**config.mk**
```make
export PLATFORM = sky130hd
export DESIGN_NAME = hazard_scoreboard
export DESIGN_NICKNAME = d
export VERILOG_FILES = /design/src/rtl/hazard_scoreboard.sv
export SDC_FILE = /design/constraint.sdc
export NUM_CORES = 1
export LEC_CHECK = 0
export ABC_AREA = 1
export CAP_MARGIN = 20
export CORE_ASPECT_RATIO = 0.75
export CORE_MARGIN = 10
export CORE_UTILIZATION = 42
export DETAILED_ROUTE_END_ITERATION = 7
export GPL_ROUTABILITY_DRIVEN = 0
export PLACE_DENSITY = 0.67
export SYNTH_ARGS = -nofsm -noshare
export SYNTH_HDL_FRONTEND = slang
export SYNTH_SLANG_ARGS = --single-unit
export TNS_END_PERCENT = 1
```
**constraint.sdc**
```tcl
create_clock -name clk -period 6.9 [get_ports clk]
set_input_delay 1.035 -clock clk [delete_from_list [all_inputs] [get_ports clk]]
set_output_delay 1.035 -clock clk [all_outputs]
set_load 0.02 [all_outputs]
```
**src/rtl/hazard_scoreboard.sv**
```systemverilog
// hazard_scoreboard: producer-side register scoreboard beside the ID/EX register.
// Counts outstanding writes per architectural register, clears them at writeback
// or when a squashed writer is killed, and generates the decode-stage stall.
// Optional feature macro: SCOREBOARD_FWD_EN. When it is defined, ALU results are
// assumed forwarded and only the one-cycle load-use bubble stalls. When it is
// undefined, a busy source stalls until its last outstanding write retires.
module hazard_scoreboard #(
    parameter int MAX_INFLIGHT = 3
) (
    input  logic        clk,
    input  logic        rst_n,
    input  logic        issue_valid,
    input  logic [4:0]  issue_rs1,
    input  logic [4:0]  issue_rs2,
    input  logic        issue_rs1_used,
    input  logic        issue_rs2_used,
    input  logic [4:0]  issue_rd,
    input  logic        issue_regwrite,
    input  logic        issue_is_load,
    output logic        issue_ready,
    output logic        stall,
    input  logic        wb_valid,
    input  logic [4:0]  wb_rd,
    input  logic        kill_valid,
    input  logic [4:0]  kill_rd,
    output logic [31:0] busy_vec
);

    localparam int CW = $clog2(MAX_INFLIGHT + 1);
    localparam logic [CW-1:0] CNT_MAX = CW'(MAX_INFLIGHT);
    localparam logic [CW-1:0] CNT_ONE = CW'(1);

    // Per-register state; entry 0 is never written and stays at its reset value.
    logic [CW-1:0] cnt_q [32];
    logic [CW-1:0] cnt_d [32];
    logic          ld_q  [32];
    logic          ld_d  [32];
    logic [1:0]    age_q [32];
    logic [1:0]    age_d [32];

    logic rs1_busy, rs2_busy;
    logic rs1_haz, rs2_haz;
    logic waw_block;
    logic accept;

    // Source hazards, WAW limit and the resulting issue handshake.
    always_comb begin
        // NOTE: every variable assigned in this block gets a value on every path
        // (defaults first), otherwise synthesis infers a latch.
        rs1_busy  = 1'b0;
        rs2_busy  = 1'b0;
        waw_block = 1'b0;

        // A sole outstanding write retiring this cycle is visible through the
        // register file (write-before-read), so it does not count as busy.
        if (issue_rs1_used && issue_rs1 != 5'd0 && cnt_q[issue_rs1] != '0)
            rs1_busy = !(wb_valid && wb_rd == issue_rs1 && cnt_q[issue_rs1] == CNT_ONE);
        if (issue_rs2_used && issue_rs2 != 5'd0 && cnt_q[issue_rs2] != '0)
            rs2_busy = !(wb_valid && wb_rd == issue_rs2 && cnt_q[issue_rs2] == CNT_ONE);

`ifdef SCOREBOARD_FWD_EN
        // Only a load that issued last cycle has no value to forward yet.
        rs1_haz = rs1_busy && ld_q[issue_rs1] && age_q[issue_rs1] == 2'd0;
        rs2_haz = rs2_busy && ld_q[issue_rs2] && age_q[issue_rs2] == 2'd0;
`else
        rs1_haz = rs1_busy;
        rs2_haz = rs2_busy;
`endif

        // A full counter blocks a new writer unless a retire frees a slot now.
        if (issue_regwrite && issue_rd != 5'd0 && cnt_q[issue_rd] == CNT_MAX)
            waw_block = !((wb_valid && wb_rd == issue_rd) ||
                          (kill_valid && kill_rd == issue_rd));

        issue_ready = !issue_valid || !(rs1_haz || rs2_haz || waw_block);
        stall       = issue_valid && !issue_ready;
        accept      = issue_valid && issue_ready && issue_regwrite && issue_rd != 5'd0;
    end

    // Next-state per register: net of accept/wb/kill, floored at zero.
    always_comb begin
        for (int r = 0; r < 32; r++) begin
            cnt_d[r] = cnt_q[r];
            ld_d[r]  = ld_q[r];
            age_d[r] = age_q[r];
        end
        for (int r = 1; r < 32; r++) begin
            logic acc_hit, wb_hit, kill_hit;
            int   n;
            acc_hit  = accept && issue_rd == 5'(r);
            wb_hit   = wb_valid && wb_rd == 5'(r);
            kill_hit = kill_valid && kill_rd == 5'(r);
            n = int'(cnt_q[r]) + int'(acc_hit) - int'(wb_hit) - int'(kill_hit);
            if (n < 0)
                n = 0;
            cnt_d[r] = CW'(n);
            if (acc_hit) begin
                ld_d[r]  = issue_is_load;
                age_d[r] = 2'd0;
            end else if (age_q[r] != 2'd3) begin
                age_d[r] = age_q[r] + 2'd1;
            end
        end
    end

    // State registers; the whole table clears asynchronously on reset.
    always_ff @(posedge clk or negedge rst_n) begin
        if (!rst_n) begin
            // NOTE: this table is built from flops, not RAM, so it can and must be
            // reset: a stale count after reset would stall decode forever.
            for (int r = 0; r < 32; r++) begin
                cnt_q[r] <= '0;
                ld_q[r]  <= 1'b0;
                age_q[r] <= 2'd0;
            end
        end else begin
            // NOTE: non-blocking assignments so every entry updates from the
            // pre-edge state, independent of statement order.
            for (int r = 0; r < 32; r++) begin
                cnt_q[r] <= cnt_d[r];
                ld_q[r]  <= ld_d[r];
                age_q[r] <= age_d[r];
            end
        end
    end

    // Busy view of the table; x0 is never busy.
    always_comb begin
        busy_vec = '0;
        for (int r = 1; r < 32; r++)
            busy_vec[r] = (cnt_q[r] != '0);
    end

endmodule

```
==> flow_summary.toml <==
[pwr]
p_seq_share_pct = 26.2
switchingPower_uw = 1470
p_leak_uw = 0.00543
swShare_pct = 49.5
ir_drop_v = 0.000151
p_comb_share_pct = 58.0
power_density_mw_per_mm2 = 293
p_clk_share_pct = 15.8
power.internal_uw = 1500

[routing]
dr_total_vias = 9054
viasPerCell = 5.33
drtIter0Drc = 1198
firstDrtPassIters = 6
drc = 0
finalWirelength_microns = 30600
wire_per_inst_microns = 18.0
ant_nets = 0

[synthesis]
synth_cells = 1366
yosysWarnings = 0
syn_area_per_cell_sq_um = 6.59
synthesis.area_sq_mm = 0.00901
yosysSeqAreaShare_pct = 17.2
synth_ff_type = "dfrtp_1"
synth.area.top_cells = "ha_1, dfrtp_1, nand2_1"
syn_nets = 1586
yosys-top-cells-count = "nand2_1, inv_1, nand3_1"
synth.most_common_cell = "nand2_1"
synth_top_area_share_pct = 21.5
ys_types = 34
async_reset_ff_share_pct = 100
synth-seq-cells = 62
synth_edf_count = 0
yosysTopAreaCell = "ha_1"

[global_routing]
met2_usage_pct = 31.6
grt_max_degree = 63
track_usage_pct = 21.8
top_usage_layer = "met2"
antenna_found_initial = 0
grt_pass1_wl_microns = 47200
grt_overflow = 0
grt_util_met3_pct = 7.14
use_met1_pct = 29.6
grt_pass1_vias = 8408

[floorplanning]
num_rows = 46
die_h_microns = 147
die_x_microns = 189
core_area_sq_mm = 0.0211
pin_count = 68
initial_core_util_pct = 42.6
die_area_sq_mm = 0.0278

[cells_and_area]
final_nets = 1627
biggestRegsByFlops = "cnt_q x62"
drive_above_1_share_pct = 4.54
largest-register = "cnt_q"
area_growth_pct = 12.5
num_antenna_cells = 0
fin_area_sq_mm = 0.0101
largest_register_ffs = 62

[clocking]
cts_buffers = 9
cts.sinks = 62
clk_pin_slew_worst_paths_ns = 0.05
root_buffer = "clkbuf_16"
cts_hold_repair.buffers = 0
post-cts-setup-buffer-count = 0
insertion_delay_ns = 0.35
htreeDepth = 3
cts_tree = "done"
ctsResizeCount = 0
cts_buffer_depth = 2

[placement]
port_buffers = 65
placed_area_sq_mm = 0.00984
hpwl_microns = 23800

[setup_path]
path_cells = "clkdlybuf4s50_1 -> inv_2 -> nor2_2 -> nand2_1 -> nand4_1 -> nand2_1 -> nand2_1 -> inv_1 -> nand2_1 -> nand2_1 -> nand2_1 -> nand3_2 -> nand3_1 -> nand2_1 -> inv_1 -> clkdlybuf4s50_1"
worstSetupEndpointType = "output pin"
critical_path_class = "input port to output pin"
worstSetupPathDepth = 16
cpMostUsedCell = "nand2_1"
worstPathArrival_ns = 4.26
r2r.worst_path.cells = 24
worstPathMaxFanout = 14
cpPeakStageDelay_ns = 0.85
startpoint_type = "input port"
slowest_stage = "clkdlybuf4s50_1"
crit_family = "buffers and inverters"
critPathRequiredTime_ns = 5.86
worst-path-buf-inv = 5

[flow_run]
maxCapViolCount = 0

[sta]
finalHoldViolCount = 0
setup_viol = 0
rsz0062_at_grt = "no"
finalCritPeriodShare_pct = 76.7
max_slew_margin_pct = 35.6
final.setup.tns_ns = 0
final.min_clock_period_ns = 5.30
tightest_slew_ns = 0.966
max_freq_mhz = 189
fin_skew_ns = 0.00643
slew_violations = 0

[worst_hold_path]
holdPathStages = 4
min-delay-path-class = "register to register"

[status]
outcome = "finished, final reports clean"
[stage by stage]
stage	setup WS [ns]	cells	hold slack [ns]	util, %	total power [uW]
4_1_cts	1.73	1699	0.729	48.0	2960
3_5_place_dp	1.60	1684	0.714	46.6	2480
6_report	1.60	1699	0.723	48.0	2970
2_1_floorplan	3.07	1366	0.640	-	1850
5_1_grt	1.49	1699	0.758	48.0	3240
3_3_place_gp	1.69	1684	0.696	46.6	2430
[area by class of cell]
type / instances / area, sq um
Multi-Input combinational cell: 988 / 6180
Sequential cell: 62 / 1550
Clock buffer: 11 / 243
Clock inverter: 4 / 47.5
Tap cell: 288 / 360
Timing Repair Buffer: 79 / 746
Fill cell: 2179 / 11000
Inverter: 267 / 1000
[path summary, 6_finish.rpt]
check / start / to / slack [ns]
worst min register to register: cnt_q[17] / cnt_q[16] / 0.72
min in group asynchronous: rst_n / cnt_q[35] / 0.88
worst max-delay path: issue_rd[0] / stall / 1.60
worst max register to register: cnt_q[3] / cnt_q[36] / 3.26
worst min-delay path: cnt_q[17] / cnt_q[16] / 0.72
max in group asynchronous: rst_n / cnt_q[8] / 5.43
[worst min-delay path: cells and delay by family (launching register included)]
| kind | cells | cell delay (ns) |
|---|---|---|
| AO/OA/AOI/OAI | 1 | 0.10 |
| AND/OR/NAND/NOR | 2 | 0.16 |
| XOR/XNOR | 1 | 0.07 |
| flip-flops | 1 | 0.35 |
[cell usage in the layout (no fill, tap or decap), drive strengths merged]
master | Yosys | final
a21oi | 15 | 15
a22oi | 1 | 1
and2 | 1 | 1
and3 | 1 | 1
buf | 40 | 16
bufinv | 0 | 1
clkbuf | 9 | 11
clkdlybuf4s50 | 0 | 63
clkinv | 1 | 3
clkinvlp | 0 | 1
conb | 1 | 1
dfrtp | 62 | 62
fa | 31 | 31
ha | 155 | 155
inv | 266 | 266
nand2 | 308 | 308
nand3 | 157 | 157
nand4 | 6 | 6
nor2 | 158 | 158
nor3 | 39 | 39
nor4 | 4 | 4
o2111ai | 1 | 1
o211ai | 17 | 17
o21ai | 51 | 51
o22ai | 4 | 4
or2 | 19 | 19
xnor2 | 4 | 4
xor2 | 15 | 15
[cells by family (layout without fill, tap and decap cells)]
| family | after synthesis | in the layout | synth area share [%] |
|---|---|---|---|
| buf+inv | 316 | 361 | 14.1 |
| fa+ha+maj | 186 | 186 | 28.4 |
| simple gates | 693 | 693 | 32.8 |
| flops | 62 | 62 | 17.2 |
| xor+xnor | 19 | 19 | 1.85 |
| other cells | 1 | 1 | 0.0416 |
| compound gates | 89 | 89 | 5.54 |
[power by group through the flow]
| stage | clock network (uW) | registers [uW] | logic (uW) |
|---|---|---|---|
| after floorplan | 0 | 686 | 1170 |
| after global placement | 0 | 767 | 1660 |
| after detailed placement | 0 | 775 | 1700 |
| after CTS | 477 | 768 | 1710 |
| after global routing | 491 | 799 | 1950 |
| final | 469 | 777 | 1720 |
[layer usage]
metal  vias up  share of wire, %
met1      4135                43
met4         0               3.3
met2       498                40
met5         -                 0
li1       4343                 -
met3        78                13
No activity file was read; power rests on OpenSTA's default activity.
